<file path="src/rtl/mem_port_arbiter.sv">
// mem_port_arbiter: shares one single-port SRAM between the IF and MEM
// pipeline stages. MEM has priority (a store beats a load); each access
// holds the strobes for SRAM_WAIT cycles and then spends one DONE cycle
// with the strobes released while the winner gets a one-cycle ready pulse.
// Optional feature: define MEMARB_STARVE_GUARD_EN to force an IF slot after
// STARVE_MAX consecutive MEM grants made while IF was waiting.
module mem_port_arbiter #(
    parameter int unsigned ADDR_W     = 32,
    parameter int unsigned DATA_W     = 32,
    parameter int unsigned SRAM_WAIT  = 2,
    parameter int unsigned STARVE_MAX = 4
) (
    input  logic              clk,
    input  logic              rst,
    input  logic              if_req,
    input  logic [ADDR_W-1:0] if_addr,
    output logic [DATA_W-1:0] if_rdata,
    output logic              if_ready,
    input  logic              mem_rd_req,
    input  logic              mem_wr_req,
    input  logic [ADDR_W-1:0] mem_addr,
    input  logic [DATA_W-1:0] mem_wdata,
    output logic [DATA_W-1:0] mem_rdata,
    output logic              mem_ready,
    output logic [ADDR_W-1:0] sram_addr,
    output logic [DATA_W-1:0] sram_wdata,
    input  logic [DATA_W-1:0] sram_rdata,
    output logic              sram_ce_n,
    output logic              sram_oe_n,
    output logic              sram_we_n,
    output logic              busy
);

    localparam int unsigned CNT_W = 4;

    localparam logic [2:0] S_IDLE   = 3'd0;
    localparam logic [2:0] S_MEM_RD = 3'd1;
    localparam logic [2:0] S_MEM_WR = 3'd2;
    localparam logic [2:0] S_IF_RD  = 3'd3;
    localparam logic [2:0] S_DONE   = 3'd4;

    logic [2:0]        r_state;
    logic [2:0]        w_state_next;
    logic [CNT_W-1:0]  r_cnt;
    logic [ADDR_W-1:0] r_addr;
    logic [DATA_W-1:0] r_wdata;
    logic              r_owner_if;
    logic [DATA_W-1:0] r_if_rdata;
    logic [DATA_W-1:0] r_mem_rdata;
    logic              r_if_ready;
    logic              r_mem_ready;
    logic              r_ce_n;
    logic              r_oe_n;
    logic              r_we_n;
    logic              r_busy;

    logic              w_grant;
    logic              w_grant_if;
    logic              w_last;
    logic              w_access;
    logic              w_acc_next;
    logic              w_rd_next;
    logic              w_force_if;
    logic [ADDR_W-1:0] w_req_addr;
    logic [1:0]        w_unused_addr_lsbs;

`ifdef MEMARB_STARVE_GUARD_EN
    localparam int unsigned STV_W = $clog2(STARVE_MAX + 1);

    logic [STV_W-1:0] r_starve;

    // Count MEM grants that overtook a waiting IF; any other grant clears.
    always_ff @(posedge clk or negedge rst) begin
        if (!rst) begin
            r_starve <= '0;
        end else if (w_grant) begin
            if (!w_grant_if && if_req) begin
                r_starve <= r_starve + STV_W'(1);
            end else begin
                r_starve <= '0;
            end
        end
    end

    assign w_force_if = (r_starve == STV_W'(STARVE_MAX)) && if_req;
`else
    assign w_force_if = 1'b0;
`endif

    // State register.
    always_ff @(posedge clk or negedge rst) begin
        if (!rst) begin
            r_state <= S_IDLE;
        end else begin
            r_state <= w_state_next;
        end
    end

    assign w_access = (r_state == S_MEM_RD) || (r_state == S_MEM_WR) || (r_state == S_IF_RD);

    // Next-state logic: IDLE arbitration and access countdown.
    always_comb begin
        w_state_next = r_state;
        w_grant      = 1'b0;
        w_grant_if   = 1'b0;
        w_last       = 1'b0;
        case (r_state)
            S_IDLE: begin
                if (w_force_if) begin
                    w_state_next = S_IF_RD;
                    w_grant      = 1'b1;
                    w_grant_if   = 1'b1;
                end else if (mem_wr_req) begin
                    w_state_next = S_MEM_WR;
                    w_grant      = 1'b1;
                end else if (mem_rd_req) begin
                    w_state_next = S_MEM_RD;
                    w_grant      = 1'b1;
                end else if (if_req) begin
                    w_state_next = S_IF_RD;
                    w_grant      = 1'b1;
                    w_grant_if   = 1'b1;
                end
            end
            S_MEM_RD, S_MEM_WR, S_IF_RD: begin
                if (r_cnt == CNT_W'(1)) begin
                    w_last       = 1'b1;
                    w_state_next = S_DONE;
                end
            end
            S_DONE: begin
                w_state_next = S_IDLE;
            end
            default: begin
                w_state_next = S_IDLE;
            end
        endcase
    end

    assign w_acc_next = (w_state_next == S_MEM_RD) || (w_state_next == S_MEM_WR) ||
                        (w_state_next == S_IF_RD);
    assign w_rd_next  = (w_state_next == S_MEM_RD) || (w_state_next == S_IF_RD);
    assign w_req_addr = w_grant_if ? if_addr : mem_addr;
    assign w_unused_addr_lsbs = w_req_addr[1:0];

    // Latch the winning request and run the wait-state counter.
    always_ff @(posedge clk or negedge rst) begin
        if (!rst) begin
            r_cnt      <= '0;
            r_addr     <= '0;
            r_wdata    <= '0;
            r_owner_if <= 1'b0;
        end else if (w_grant) begin
            r_cnt      <= CNT_W'(SRAM_WAIT);
            r_addr     <= {2'b00, w_req_addr[ADDR_W-1:2]};
            r_wdata    <= mem_wdata;
            r_owner_if <= w_grant_if;
        end else if (w_access) begin
            r_cnt      <= r_cnt - CNT_W'(1);
        end
    end

    // Capture read data into the owner's register on the last wait cycle.
    always_ff @(posedge clk or negedge rst) begin
        if (!rst) begin
            r_if_rdata  <= '0;
            r_mem_rdata <= '0;
        end else if (w_last && (r_state != S_MEM_WR)) begin
            if (r_owner_if) begin
                r_if_rdata  <= sram_rdata;
            end else begin
                r_mem_rdata <= sram_rdata;
            end
        end
    end

    // Registered strobes, ready pulses and busy, decoded from the next state.
    always_ff @(posedge clk or negedge rst) begin
        if (!rst) begin
            r_ce_n      <= 1'b1;
            r_oe_n      <= 1'b1;
            r_we_n      <= 1'b1;
            r_busy      <= 1'b0;
            r_if_ready  <= 1'b0;
            r_mem_ready <= 1'b0;
        end else begin
            r_ce_n      <= !w_acc_next;
            r_oe_n      <= !w_rd_next;
            r_we_n      <= !(w_state_next == S_MEM_WR);
            r_busy      <= (w_state_next != S_IDLE);
            r_if_ready  <= (w_state_next == S_DONE) && r_owner_if;
            r_mem_ready <= (w_state_next == S_DONE) && !r_owner_if;
        end
    end

    assign if_rdata   = r_if_rdata;
    assign mem_rdata  = r_mem_rdata;
    assign if_ready   = r_if_ready;
    assign mem_ready  = r_mem_ready;
    assign sram_addr  = r_addr;
    assign sram_wdata = r_wdata;
    assign sram_ce_n  = r_ce_n;
    assign sram_oe_n  = r_oe_n;
    assign sram_we_n  = r_we_n;
    assign busy       = r_busy;

endmodule

</file>
<file path="config.mk">
export PLATFORM = sky130hd
export DESIGN_NAME = mem_port_arbiter
export DESIGN_NICKNAME = d
export VERILOG_FILES = /design/src/rtl/mem_port_arbiter.sv
export SDC_FILE = /design/constraint.sdc
export NUM_CORES = 1
export LEC_CHECK = 0
export CORE_ASPECT_RATIO = 1.75
export CORE_MARGIN = 2
export CORE_UTILIZATION = 42
export DETAILED_ROUTE_END_ITERATION = 10
export HOLD_SLACK_MARGIN = 0.06
export PLACE_DENSITY_LB_ADDON = 0.05
export SYNTH_ARGS = -nofsm -noshare
export SYNTH_HDL_FRONTEND = slang
export SYNTH_SLANG_ARGS = --single-unit
</file>
<file path="constraint.sdc">
create_clock -name clk -period 2.4 [get_ports clk]
set_input_delay 0.24 -clock clk [delete_from_list [all_inputs] [get_ports clk]]
set_output_delay 0.24 -clock clk [all_outputs]
set_load 0.01 [all_outputs]
</file>
==> results.py <==
metrics = {
    "global_route": {
        "grt_remaining_overflow": 0,
        "grt_antenna_before_repair": 0,
        "groute.usage.overall_pct": 20.7,
        "pin_count_of_the_biggest_net_entering_global_routing": 63,
        "number_of_global_route_vias_before_repair": 4772,
        "first_pass_grt_wire_length_um": 24500,
    },
    "timing": {
        "worst_pin_slew_ns": 0.768,
        "finalSetupViolCount": 0,
        "setup_slack_of_the_critical_path_after_layout_ns": 0.442,
        "fmax_mhz": 511,
        "slew_headroom_pct": 48.8,
        "fin_tns_setup_ns": 0,
        "final_number_of_hold_violating_endpoints": 0,
        "fin_skew_ns": 0.00989,
        "slew_violations": 0,
        "time_the_worst_path_needs_with_i_o_delays_and_setup_ns": 1.96,
        "timing.final.crit_share_pct": 81.6,
        "grt_setup_unrepaired": "no",
    },
    "clock_network": {
        "clk_transition_reported_paths_ns": 0.06,
        "cts-buffers-inserted": 17,
        "ctsHtreeMaxLevel": 4,
        "cts_num_sinks": 140,
        "cts_tree": "built",
        "cts_setup_buffers": 0,
        "buffer_levels_on_the_longest_clock_path": 2,
        "clk_latency_ns": 0.41,
        "cts_root_buffer": "sky130_fd_sc_hd__clkbuf_16",
    },
    "route": {
        "vias_per_cell": 5.13,
        "routed-via-count": 4553,
        "ant_nets": 0,
        "drt_iter0_markers": 131,
        "drt-wirelength-per-cell_um": 17.3,
        "routed_wl_um": 15300,
        "drc": 0,
        "drt_pass1_iterations": 5,
    },
    "worst_setup_path": {
        "path_buf_inv": 1,
        "critical-path-top-delay-family": "simple AND/OR/NAND/NOR gates",
        "crit-reg2reg-capture": "sram_addr[16]",
        "worst-path-max-fanout": 50,
        "crit-reg2reg-launch": "r_state[0]",
        "timing_worst_setup_path_type": "reg2reg",
        "max_stage_delay_ns": 0.67,
        "worst_case_register_to_register_setup_slack_ns": 0.44,
        "worstSetupStartpointType": "flip-flop",
        "crit_path_cell_trace": "nor3_4 -> and2_4 -> buf_4 -> a31oi_1",
        "worst-endpoint-arrival_ns": 2.24,
        "cpMaxStageDelayCell": "sky130_fd_sc_hd__and2_4",
        "r2r.worst_path.cells": 4,
        "worst_setup_ep_type": "flip-flop",
        "cp_data_required_time_ns": 2.68,
    },
    "final_layout": {
        "num_antenna_cells": 0,
        "multi_input_comb_area_mm2": 0.00216,
        "design.final.nets": 832,
        "register_area_mm2": 0.00351,
        "syn2layout_area_growth_pct": 58.0,
        "nFillCells": 1045,
        "layout-drive-gt1-share_pct": 17.6,
    },
    "yosys": {
        "area_share_of_the_largest_cell_type_after_synthesis_pct": 58.5,
        "ys_dominant_reg_cell": "sky130_fd_sc_hd__dfrtp_1",
        "ys_warn_count": 0,
        "post_synth_num_cell_types": 38,
        "synth-async-reset-ratio_pct": 100,
        "netlist_instances": 439,
        "yosys-top-cells-area": "sky130_fd_sc_hd__dfrtp_1 (58%), sky130_fd_sc_hd__mux2_2 (9.0%), sky130_fd_sc_hd__mux2_1 (6.7%)",
        "yosys.area.top_type": "sky130_fd_sc_hd__dfrtp_1",
        "synth.yosys.seq_area_share_pct": 59.8,
        "syn_avg_cell_area_um2": 13.4,
        "synth.top_cells.by_count": "sky130_fd_sc_hd__dfrtp_1 (137), sky130_fd_sc_hd__mux2_2 (47), sky130_fd_sc_hd__a21oi_1 (35), sky130_fd_sc_hd__mux2_1 (35), sky130_fd_sc_hd__o21ai_0 (32)",
        "combined_area_of_all_synthesized_cells_mm2": 0.00586,
        "synth.ff_latch_count": 140,
        "synth-edff-count": 0,
        "yosys.cell_count.top_type": "sky130_fd_sc_hd__dfrtp_1",
    },
    "floorplanning": {
        "floorplan.die.height_um": 160,
        "design.portCount": 267,
        "die_w_um": 93.3,
        "die_area_mm2": 0.0150,
        "initial_core_util_pct": 42.6,
        "placeableCoreArea_mm2": 0.0138,
        "rows": 57,
    },
    "power": {
        "leakagePower_nw": 3.73,
        "pwr_density_cell_mw_per_mm2": 1360,
        "power.sequential.fraction_pct": 33.6,
        "p_sw_mw": 4.03,
        "power_frac_comb_pct": 45.4,
        "power.switching_fraction_pct": 32.0,
        "internal-power_mw": 8.56,
        "share_clk_of_total_power_pct": 21.0,
        "worst_ir_drop_vdd_v": 0.000545,
    },
    "outcome": {
        "run_status": "completed",
    },
    "placement": {
        "pre_cts_ws_ns": 0.180,
        "final_hpwl_from_detailed_placement_um": 11000,
        "io_buffers": 260,
        "finalWeightedCongestion": 0.783,
    },
    "flow_run": {
        "drv.max_cap_violation_count": 0,
    },
    "worst_hold_path": {
        "worst_hold_path_type": "in2async",
    },
}
cell type report:
class	count	area share, %
clock inverter	13	1.80
sequential	140	37.9
multi-input combinational	259	23.3
tap	177	2.39
timing repair buffer	273	29.7
inverter	6	0.243
clock buffer	19	4.67
routing by layer:
layer / vias up / part of all wire, % / global-route usage (%) / routed length, µm
met1: 2233 / 37 / 23.1 / 5690
met3: 29 / 5.8 / 5.19 / 893
met5: - / 0 / 0 / 0
li1: 2106 / - / - / -
met4: 0 / 3.1 / 9.02 / 476
met2: 185 / 54 / 36.6 / 8250
power by group through the flow:
stage,logic [mW],clock network [mW],registers [mW]
after global placement,5.67,0,4.20
after CTS,5.79,2.71,4.24
after floorplan,2.23,0,4.74
after detailed placement,5.77,0,4.26
final,5.71,2.65,4.23
after global routing,6.09,2.83,4.37
cells in the final DEF, fill, tap and decap left out, types with 3 or more instances in the layout:
cell / count
sky130_fd_sc_hd__o211ai_1: 3
sky130_fd_sc_hd__buf_12: 4
sky130_fd_sc_hd__dfstp_2: 3
sky130_fd_sc_hd__a21oi_1: 35
sky130_fd_sc_hd__inv_6: 3
sky130_fd_sc_hd__inv_1: 6
sky130_fd_sc_hd__mux2_2: 47
sky130_fd_sc_hd__mux2_4: 14
sky130_fd_sc_hd__bufinv_16: 3
sky130_fd_sc_hd__buf_4: 8
sky130_fd_sc_hd__a31oi_2: 10
sky130_fd_sc_hd__clkinvlp_4: 3
sky130_fd_sc_hd__o21ai_0: 32
sky130_fd_sc_hd__clkbuf_16: 17
sky130_fd_sc_hd__mux2_1: 35
sky130_fd_sc_hd__dfrtp_1: 137
sky130_fd_sc_hd__a31oi_1: 20
sky130_fd_sc_hd__or3_1: 4
sky130_fd_sc_hd__nand3_1: 31
sky130_fd_sc_hd__clkdlybuf4s50_1: 259
sky130_fd_sc_hd__nand2_1: 4
flip-flops by register name (all words and copies together) (netlist names), 3 cells and up:
| signal | cells |
|---|---|
| if_rdata | 32 |
| mem_rdata | 32 |
| r_cnt | 4 |
| r_state | 3 |
| sram_addr | 30 |
| sram_wdata | 32 |
per-stage QoR:
stage / area [µm²] / hold WS, ns / utilization (%) / cells / power (mW)
2_1_floorplan: 5870 / -0.0556 / - / 440 / 6.97
3_3_place_gp: 8650 / 0.259 / 62.9 / 854 / 9.87
3_5_place_dp: 8650 / 0.266 / 62.9 / 854 / 10.0
4_1_cts: 9260 / 0.382 / 67.3 / 887 / 12.7
5_1_grt: 9260 / 0.393 / 67.3 / 887 / 13.3
6_report: 9260 / 0.368 / 67.3 / 887 / 12.6
cell families after synthesis:
| family | synth area share (%) |
|---|---|
| flip-flops | 59.8 |
| AO/OA/AOI/OAI | 11.2 |
| multiplexers | 19.5 |
| other | 0.0640 |
| AND/OR/NAND/NOR | 5.31 |
| buffers and inverters | 3.69 |
| adder cells (fa/ha/maj) | 0.427 |
timing repair:
item                      4_1_cts  5_1_grt
gates resized for setup         0        0
hold endpoints to repair       59        0
hold buffers                    1        0
worst max path at each step:
stage | from | to | slack [ns] | cells after the start
2_1_floorplan | r_state[2] | sram_wdata[17] | 0.72 | 5
5_1_grt | r_state[0] | sram_addr[16] | 0.28 | 4
3_3_place_gp | mem_wr_req | sram_addr[13] | 0.24 | 5
4_1_cts | r_state[0] | sram_addr[16] | 0.41 | 4
6_report | r_state[0] | sram_addr[16] | 0.44 | 4
3_5_place_dp | if_req | sram_addr[17] | 0.18 | 5
(Power assumes the default switching activity.)
